### config.mk
export PLATFORM = sky130hd
export DESIGN_NAME = sram_rr_arbiter_flat
export DESIGN_NICKNAME = d
export VERILOG_FILES = /design/src/rtl/sram_rr_arbiter_if.sv /design/src/rtl/sram_rr_arbiter.sv /design/src/flat_wrapper.sv
export SDC_FILE = /design/constraint.sdc
export NUM_CORES = 1
export LEC_CHECK = 0
export CAP_MARGIN = 10
export CORE_MARGIN = 2
export CORE_UTILIZATION = 38
export CTS_BUF_LIST = sky130_fd_sc_hd__clkbuf_16
export DETAILED_ROUTE_END_ITERATION = 7
export HOLD_SLACK_MARGIN = 0.06
export PLACE_DENSITY = 0.73
export SKIP_CTS_REPAIR_TIMING = 1
export SLEW_MARGIN = 20
export SYNTH_ARGS = -nofsm -noshare
export SYNTH_HDL_FRONTEND = slang
export SYNTH_SLANG_ARGS = --single-unit
### constraint.sdc
create_clock -name clk -period 1.33 [get_ports clk]
set_input_delay 0.3325 -clock clk [delete_from_list [all_inputs] [get_ports clk]]
set_output_delay 0.3325 -clock clk [all_outputs]
set_load 0.1 [all_outputs]
### src/rtl/sram_rr_arbiter_if.sv
`default_nettype none
// +------------------------------------------------------------------------+
// | Module   : sram_rr_arbiter_if                                          |
// | Purpose  : Bundles the two requester command/response channels and the |
// |            SRAM pin group that the arbiter sits between.               |
// | Ports    : req0/1, we0/1, addr0/1, wdata0/1   requester commands      |
// |            gnt0/1, done0/1, rdata, busy       requester responses     |
// |            read_write, address, data_in       arbiter -> SRAM         |
// |            data_out                           SRAM -> arbiter         |
// | Modports : slave  - arbiter side                                       |
// |            master - requesters + SRAM side (bench / surrounding logic) |
// | Revision : 1.0  initial release                                        |
// +------------------------------------------------------------------------+
interface sram_rr_arbiter_if #(
  parameter int DATA_W = 1,
  parameter int ADDR_W = 1
);
  // requester 0
  logic              req0;
  logic              we0;
  logic [ADDR_W-1:0] addr0;
  logic [DATA_W-1:0] wdata0;
  logic              gnt0;
  logic              done0;
  // requester 1
  logic              req1;
  logic              we1;
  logic [ADDR_W-1:0] addr1;
  logic [DATA_W-1:0] wdata1;
  logic              gnt1;
  logic              done1;
  // shared response / status
  logic [DATA_W-1:0] rdata;
  logic              busy;
  // SRAM pins
  logic              read_write;
  logic [ADDR_W-1:0] address;
  logic [DATA_W-1:0] data_in;
  logic [DATA_W-1:0] data_out;

  modport slave (
    input  req0, we0, addr0, wdata0,
    input  req1, we1, addr1, wdata1,
    input  data_out,
    output gnt0, done0, gnt1, done1,
    output rdata, busy,
    output read_write, address, data_in
  );

  modport master (
    output req0, we0, addr0, wdata0,
    output req1, we1, addr1, wdata1,
    output data_out,
    input  gnt0, done0, gnt1, done1,
    input  rdata, busy,
    input  read_write, address, data_in
  );
endinterface
`default_nettype wire

### src/rtl/sram_rr_arbiter.sv
`default_nettype none
// +------------------------------------------------------------------------+
// | Module   : sram_rr_arbiter                                             |
// | Purpose  : Two-requester round-robin arbiter/sequencer for a           |
// |            synchronous single-port SRAM. Takes one command at a time,  |
// |            drives the SRAM pins for one cycle, waits out the read      |
// |            latency and returns a one-cycle done pulse (+ read data).   |
// | Ports    : clk    - clock, all state changes on posedge               |
// |            rst_n  - synchronous active-low reset                      |
// |            bus    - sram_rr_arbiter_if.slave (requesters + SRAM pins) |
// | Params   : DATA_W (word width), ADDR_W (address width),               |
// |            RD_LAT (read latency in cycles, 1..4)                      |
// | Build    : define ARB_FIXED_PRIO_EN for fixed priority (requester 0   |
// |            always wins a tie); default is round-robin.                |
// | Revision : 1.0  initial release                                        |
// +------------------------------------------------------------------------+
module sram_rr_arbiter #(
  parameter int DATA_W = 1,
  parameter int ADDR_W = 1,
  parameter int RD_LAT = 1
) (
  input logic              clk,
  input logic              rst_n,
  sram_rr_arbiter_if.slave bus
);

  // Counter preload: WAIT lasts RD_LAT cycles, the last one with count 0.
  localparam logic [1:0] C_CNT_INIT = 2'(RD_LAT - 1);

  typedef enum logic [1:0] {
    IDLE  = 2'd0,
    ISSUE = 2'd1,
    WAIT  = 2'd2,
    DONE  = 2'd3
  } state_t;

  state_t            r_state,      w_state_nxt;
  logic              r_last,       w_last_nxt;
  logic              r_owner,      w_owner_nxt;
  logic [1:0]        r_cnt,        w_cnt_nxt;
  logic [DATA_W-1:0] r_rdata,      w_rdata_nxt;
  logic              r_read_write, w_read_write_nxt;
  logic [ADDR_W-1:0] r_address,    w_address_nxt;
  logic [DATA_W-1:0] r_data_in,    w_data_in_nxt;

  logic w_pick1;
  logic w_gnt0, w_gnt1;
  logic w_done0, w_done1;

  // Tie-break choice for requester 1; only meaningful when req1 is high.
`ifdef ARB_FIXED_PRIO_EN
  assign w_pick1 = bus.req1 & ~bus.req0;
`else
  assign w_pick1 = bus.req1 & (~bus.req0 | ~r_last);
`endif

  always_ff @(posedge clk) begin
    if (!rst_n) begin
      r_state      <= IDLE;
      r_last       <= 1'b1;
      r_owner      <= 1'b0;
      r_cnt        <= 2'd0;
      r_rdata      <= '0;
      r_read_write <= 1'b0;
      r_address    <= '0;
      r_data_in    <= '0;
    end else begin
      r_state      <= w_state_nxt;
      r_last       <= w_last_nxt;
      r_owner      <= w_owner_nxt;
      r_cnt        <= w_cnt_nxt;
      r_rdata      <= w_rdata_nxt;
      r_read_write <= w_read_write_nxt;
      r_address    <= w_address_nxt;
      r_data_in    <= w_data_in_nxt;
    end
  end

  // The SRAM pin registers double as the command latch: they are loaded on
  // grant, so they present the command during ISSUE, and read_write still
  // holds the command's we while in ISSUE.
  always_comb begin
    w_state_nxt      = r_state;
    w_last_nxt       = r_last;
    w_owner_nxt      = r_owner;
    w_cnt_nxt        = r_cnt;
    w_rdata_nxt      = r_rdata;
    w_read_write_nxt = 1'b0;
    w_address_nxt    = r_address;
    w_data_in_nxt    = r_data_in;
    w_gnt0           = 1'b0;
    w_gnt1           = 1'b0;
    w_done0          = 1'b0;
    w_done1          = 1'b0;

    case (r_state)
      IDLE: begin
        // Grants are suppressed while reset is asserted so nothing is
        // accepted that the reset edge would then discard.
        if (rst_n) begin
          w_gnt1 = w_pick1;
          w_gnt0 = bus.req0 & ~w_pick1;
          if (w_gnt0 || w_gnt1) begin
            w_owner_nxt      = w_gnt1;
            w_read_write_nxt = w_gnt1 ? bus.we1   : bus.we0;
            w_address_nxt    = w_gnt1 ? bus.addr1 : bus.addr0;
            w_data_in_nxt    = w_gnt1 ? bus.wdata1 : bus.wdata0;
            w_state_nxt      = ISSUE;
          end
        end
      end
      ISSUE: begin
        if (r_read_write) begin
          w_state_nxt = DONE;
        end else begin
          w_cnt_nxt   = C_CNT_INIT;
          w_state_nxt = WAIT;
        end
      end
      WAIT: begin
        if (r_cnt == 2'd0) begin
          w_rdata_nxt = bus.data_out;
          w_state_nxt = DONE;
        end else begin
          w_cnt_nxt = r_cnt - 2'd1;
        end
      end
      DONE: begin
        // A reset arriving in DONE abandons the command: no pulse.
        w_done0     = rst_n & ~r_owner;
        w_done1     = rst_n &  r_owner;
        w_last_nxt  = r_owner;
        w_state_nxt = IDLE;
      end
      default: begin
        w_state_nxt = IDLE;
      end
    endcase
  end

  assign bus.gnt0       = w_gnt0;
  assign bus.gnt1       = w_gnt1;
  assign bus.done0      = w_done0;
  assign bus.done1      = w_done1;
  assign bus.rdata      = r_rdata;
  assign bus.busy       = (r_state != IDLE);
  assign bus.read_write = r_read_write;
  assign bus.address    = r_address;
  assign bus.data_in    = r_data_in;

endmodule
`default_nettype wire
### src/flat_wrapper.sv
// flat-port wrapper written by rule: the top's interface ports become plain ports
module sram_rr_arbiter_flat 
#(
  parameter int DATA_W = 1,
  parameter int ADDR_W = 1,
  parameter int RD_LAT = 1
)
  (clk, rst_n, bus_req0, bus_we0, bus_addr0, bus_wdata0, bus_req1, bus_we1, bus_addr1, bus_wdata1, bus_data_out, bus_gnt0, bus_done0, bus_gnt1, bus_done1, bus_rdata, bus_busy, bus_read_write, bus_address, bus_data_in);
  sram_rr_arbiter_if #(.DATA_W(DATA_W), .ADDR_W(ADDR_W)) bus_i ();
  input logic clk;
  input logic rst_n;
  input wire logic [$bits(bus_i.req0)-1:0] bus_req0;
  input wire logic [$bits(bus_i.we0)-1:0] bus_we0;
  input wire logic [$bits(bus_i.addr0)-1:0] bus_addr0;
  input wire logic [$bits(bus_i.wdata0)-1:0] bus_wdata0;
  input wire logic [$bits(bus_i.req1)-1:0] bus_req1;
  input wire logic [$bits(bus_i.we1)-1:0] bus_we1;
  input wire logic [$bits(bus_i.addr1)-1:0] bus_addr1;
  input wire logic [$bits(bus_i.wdata1)-1:0] bus_wdata1;
  input wire logic [$bits(bus_i.data_out)-1:0] bus_data_out;
  output wire logic [$bits(bus_i.gnt0)-1:0] bus_gnt0;
  output wire logic [$bits(bus_i.done0)-1:0] bus_done0;
  output wire logic [$bits(bus_i.gnt1)-1:0] bus_gnt1;
  output wire logic [$bits(bus_i.done1)-1:0] bus_done1;
  output wire logic [$bits(bus_i.rdata)-1:0] bus_rdata;
  output wire logic [$bits(bus_i.busy)-1:0] bus_busy;
  output wire logic [$bits(bus_i.read_write)-1:0] bus_read_write;
  output wire logic [$bits(bus_i.address)-1:0] bus_address;
  output wire logic [$bits(bus_i.data_in)-1:0] bus_data_in;
  assign bus_i.req0 = bus_req0;
  assign bus_i.we0 = bus_we0;
  assign bus_i.addr0 = bus_addr0;
  assign bus_i.wdata0 = bus_wdata0;
  assign bus_i.req1 = bus_req1;
  assign bus_i.we1 = bus_we1;
  assign bus_i.addr1 = bus_addr1;
  assign bus_i.wdata1 = bus_wdata1;
  assign bus_i.data_out = bus_data_out;
  assign bus_gnt0 = bus_i.gnt0;
  assign bus_done0 = bus_i.done0;
  assign bus_gnt1 = bus_i.gnt1;
  assign bus_done1 = bus_i.done1;
  assign bus_rdata = bus_i.rdata;
  assign bus_busy = bus_i.busy;
  assign bus_read_write = bus_i.read_write;
  assign bus_address = bus_i.address;
  assign bus_data_in = bus_i.data_in;
  sram_rr_arbiter #(.DATA_W(DATA_W), .ADDR_W(ADDR_W), .RD_LAT(RD_LAT)) u_core (.clk(clk), .rst_n(rst_n), .bus(bus_i));
endmodule
==> After elaboration in Yosys (flattened, before gate mapping) <==
Index checks and enable logic that the tools add are counted.
{ "totals": {"romBits": 0, "in_bits": 11, "reg_bits": 10, "latch_bits": 0, "memories": 0, "output_inout_bits": 9, "wordCells": 51, "ram_bits": 0} }
{ "classes": {"addsub": 1, "shifts": 0, "muxes": 16, "order_cmp": 0, "n_eq_ne": 7, "div_mod_pow": 0, "mul": 0, "bitwise": 9, "n_reduce_logical": 10} }
{ "op_table": {"columns": ["op", "count"], "rows": [
  ["1-bit 2-to-1 mux", 10],
  ["2-bit 2-to-1 mux", 4],
  ["2-bit one-hot mux with 4 select lines", 1],
  ["2-bit AND reduction", 3],
  ["3-bit AND reduction", 2],
  ["1-bit AND", 4],
  ["2-bit equality test (second input constant)", 2],
  ["2-bit zero test", 2],
  ["2-bit by 1-bit != test with 1-bit output (second input constant)", 2],
  ["2-bit != test (second input constant)", 2],
  ["1-bit inverter", 4],
  ["2-bit one-hot mux with 2 select lines", 1],
  ["2-bit nonzero test", 2],
  ["2-bit by 1-bit equality test with 1-bit output (second input constant)", 1],
  ["2-bit by 1-bit subtractor with 2-bit output (second input constant)", 1],
  ["1-bit logical OR", 1],
  ["1-bit OR", 1]
]} }

==> Longest topological paths before layout <==
{ "logic_depth": {"depth_word": 8, "depth_mapped": 5, "mapped_depth_nobuf": 5} }

==> Worst setup path before layout <==
No wires, ideal clock.
{ "synth_timing": {"kind": "flip-flop to output port", "start": "register u_core.r_state[0]", "end": "output bus_gnt0", "path_stages_with_launch": 5, "required_time_ns": 0.998, "slack_ns": -1.948, "path_buffers": 0, "arrival_time_ns": 2.945, "cell_sequence": "dfxtp_1 -> inv_1 -> ha_1 -> nand2_1 -> nor3b_1"} }
{ "synth_via": {"elab_chain_len": 2} }
{ "synth_rtl": {"columns": ["item", "line", "rtl"], "rows": [
  ["start, declared", "sram_rr_arbiter.sv:37", "state_t r_state, w_state_nxt;"],
  ["start signal, assigned", "sram_rr_arbiter.sv:68", "r_state <= w_state_nxt;"],
  ["2-bit zero test", "sram_rr_arbiter.sv:96", "case (r_state)"],
  ["1-bit 2-to-1 mux", "sram_rr_arbiter.sv:96", null],
  ["end, declared", "flat_wrapper.sv:21", "output wire logic [$bits(bus_i.gnt0)-1:0] bus_gnt0;"]
]} }
Every way passes these cells.

==> Worst setup path in the final report <==
Same ends and word-level chain as after synthesis.

==> results.txt <==
Outcome -> finished, violations left
Failing checks -> negative setup slack
Mapped Cells -> 65
Die area -> 1773 um^2
N_diodes -> 0
Synthesized flop and latch total -> 10
CP Launch Type -> flop
Drt initial violations -> 13
Top-count cell post-synth -> nand2_1
CP peak stage delay -> 0.33 ns
Placement Setup Slack -> -0.5206 ns
Reg2Reg Depth -> 5
Fmax -> 0.6091 GHz
Worst Tran Pin Value -> 0.3154 ns
Vias/cell -> 5.383
EDFF count, synth -> 0
Routed WL -> 2.088 mm
First-pass GRT wire length -> 2.877 mm
Max-slew headroom -> 78.94%
CP arrival -> 1.31 ns
Layout cell share with drive strength beyond 1 -> 51.43%
CTS H-tree lvls -> 1
Cell Area, Synth -> 551.8 um^2
PD cells -> 2346 nW/um^2
Yosys top cell area share -> 36.28%
Sink Count -> 10
Hpwl dp -> 1.241 mm
Worst vdd ir -> 1.350 mV
Synth cell types -> 24
Flop-to-flop setup slack -> -0.05 ns
Routability cong. -> 0.7296
Synthesis warning total -> 0
Top cells by area, synth -> dfxtp_1 (36%), ha_1 (11%), nand2_1 (8.2%)
Critical path, cell by cell -> inv_2 > ha_4 > nand2_4 > nor3b_4 > buf_12
MaxCap Viol Count -> 0
Inst Count DP -> 112
Register Area -> 209.0 um^2
CP endpoint kind -> primary output
Syn_nets -> 81
Post-synth ARST share -> 0%
Filler cells -> 56
CP startpoint -> u_core.r_state[0]
Final Max Tran Viols -> 0
Crit path to -> bus_gnt0
Deepest clock path buffer count -> 2
I/O pin cnt -> 20
Clk_skew -> 0.003109 ns
Layout Nets -> 122
Final worst path period need -> 1.642 ns
Initial antenna violation count -> 0
Vias in the first global route -> 663
Detailed-route wire length per cell -> 17.40 um
Non-Filler Instances -> 120
Remaining Overflow, GRT -> 0
RR Startpoint -> u_core.r_state[1]
Kind of critical path -> reg -> out
Clk_lat worst skew -> 0.24 ns
Hold Path Class -> in -> reg
DR DRC count -> 0
Core area -> 1334 um^2
RSZ-0062 raised after global routing -> true
Final hold vios -> 0
CP Data Required Time -> 1.00 ns
Clock transition at path regs -> 0.04 ns
PortBufs -> 19
Crit-path max FO -> 3
Final setup margin -> -0.3117 ns
Site Rows -> 13
RR Endpoint -> u_core.r_cnt[0]
Yosys top cell by area -> dfxtp_1
Initial cell density of the core -> 41.37%
Via count -> 646
DIE HEIGHT -> 42.11 um
1st-pass router iterations -> 4
Footprint of the multi-input gates -> 434.2 um^2
Root Buffer -> clkbuf_16
Post-synthesis sequential area ratio -> 36.28%
Largest net degree at the start of global routing -> 8
Synth Flop Type -> dfxtp_1
Post-DP Area -> 1002 um^2
Total power -> 0.002803 W
Post-DRT Antenna Nets -> 0
Slowest cell on crit path -> dfxtp_2
Layout area overhead -> 116.6%
Setup violations, final -> 8
Final Cell Area -> 1195 um^2
Die Span X -> 42.11 um
Clock tree from TritonCTS -> built
Average size of a mapped cell -> 8.489 um^2
Total GRT Usage -> 21.65%
Cts bufs inserted -> 3
Leakage -> 0.5146 nW
Crit share post-route -> 123.4%
Commonest cells post-synth -> nand2_1 (12), dfxtp_1 (10), a21oi_1 (5), ha_1 (5), inv_1 (4)
## state kept, by name, indices dropped and copies added (netlist names)
| name | cells |
|---|---|
| u_core.bus.rdata | 1 |
| u_core.bus.read_write | 1 |
| u_core.bus.data_in | 1 |
| u_core.r_last | 1 |
| u_core.r_owner | 1 |
| u_core.r_cnt | 2 |
| u_core.r_state | 2 |
| u_core.bus.address | 1 |
## critical path, delay by kind of cell, from the launching register on
kind | cells | cell delay [ns]
adder cells (fa/ha/maj) | 1 | 0.16
AND/OR/NAND/NOR | 2 | 0.29
flip-flops | 1 | 0.33
buffers and inverters | 2 | 0.29
## placed cells by master (no fill, tap or decap), drive strengths merged
| cell | n |
|---|---|
| a21bo | 1 |
| ha | 5 |
| a21oi | 5 |
| a32o | 2 |
| nand3 | 3 |
| nand4 | 1 |
| dlymetal6s2s | 3 |
| buf | 27 |
| dfxtp | 10 |
| clkdlybuf4s50 | 7 |
| clkinv | 1 |
| o2111a | 1 |
| nor2b | 1 |
| nand2 | 12 |
| nor3b | 3 |
| nand2b | 1 |
| clkbuf | 3 |
| o21a | 1 |
| o21ai | 3 |
| and3 | 1 |
| o31a | 1 |
| inv | 5 |
| mux2i | 2 |
| a22oi | 1 |
| a21boi | 3 |
| nor2 | 2 |
## power breakdown
group	internal [W]	switching (W)
sequential	0.000386	0.0000935
combinational	0.000772	0.00102
clock	0.000394	0.000139
## layer usage
layer	track usage, %	vias to the layer above	share of wire [%]
li1	-	310	-
met4	13.13	0	4.1
met5	0	-	0
met3	2.586	9	2.3
met1	25.45	311	44
met2	37.19	16	50
## cells by family (layout without fill, tap and decap cells)
family / after synthesis / after routing / synth area share, %
multiplexers: 2 / 2 / 3.628
AO/OA/AOI/OAI: 18 / 18 / 23.81
buffers and inverters: 6 / 46 / 4.080
flip-flops: 10 / 10 / 36.28
AND/OR/NAND/NOR: 24 / 24 / 20.86
adder cells (fa/ha/maj): 5 / 5 / 11.34
## final cells by class
class	count	area share (%)
well taps	15	1.571
repair buffers	37	36.02
multi-input cells	49	36.33
clock buffers	3	6.283
flip-flops and latches	10	17.49
inverters	5	1.990
clock inverters	1	0.3141
## how the worst min path moves through the flow
stage / start / to / slack [ns] / cells past startpoint
2_1_floorplan: bus_we1 / u_core.bus.read_write / 0.46 / 2
5_1_grt: bus_req0 / u_core.bus.read_write / 0.52 / 3
3_5_place_dp: u_core.bus.rdata / u_core.bus.rdata / 0.50 / 2
6_report: bus_req0 / u_core.bus.read_write / 0.46 / 3
3_3_place_gp: u_core.bus.rdata / u_core.bus.rdata / 0.49 / 2
4_1_cts: u_core.bus.rdata / u_core.bus.rdata / 0.51 / 2
## metrics by stage
stage / setup TNS [ns] / hold slack (ns) / utilization [%]
after CTS: -2.562 / 0.5077 / 81.05
after global routing: -1.668 / 0.5168 / 89.59
after detailed placement: -3.931 / 0.5021 / 75.14
final: -1.296 / 0.4637 / 89.59
after global placement: -3.741 / 0.4860 / 75.14
after floorplan: -1.264 / 0.4583 / -
Note: power is estimated with default switching activity, not from simulation.
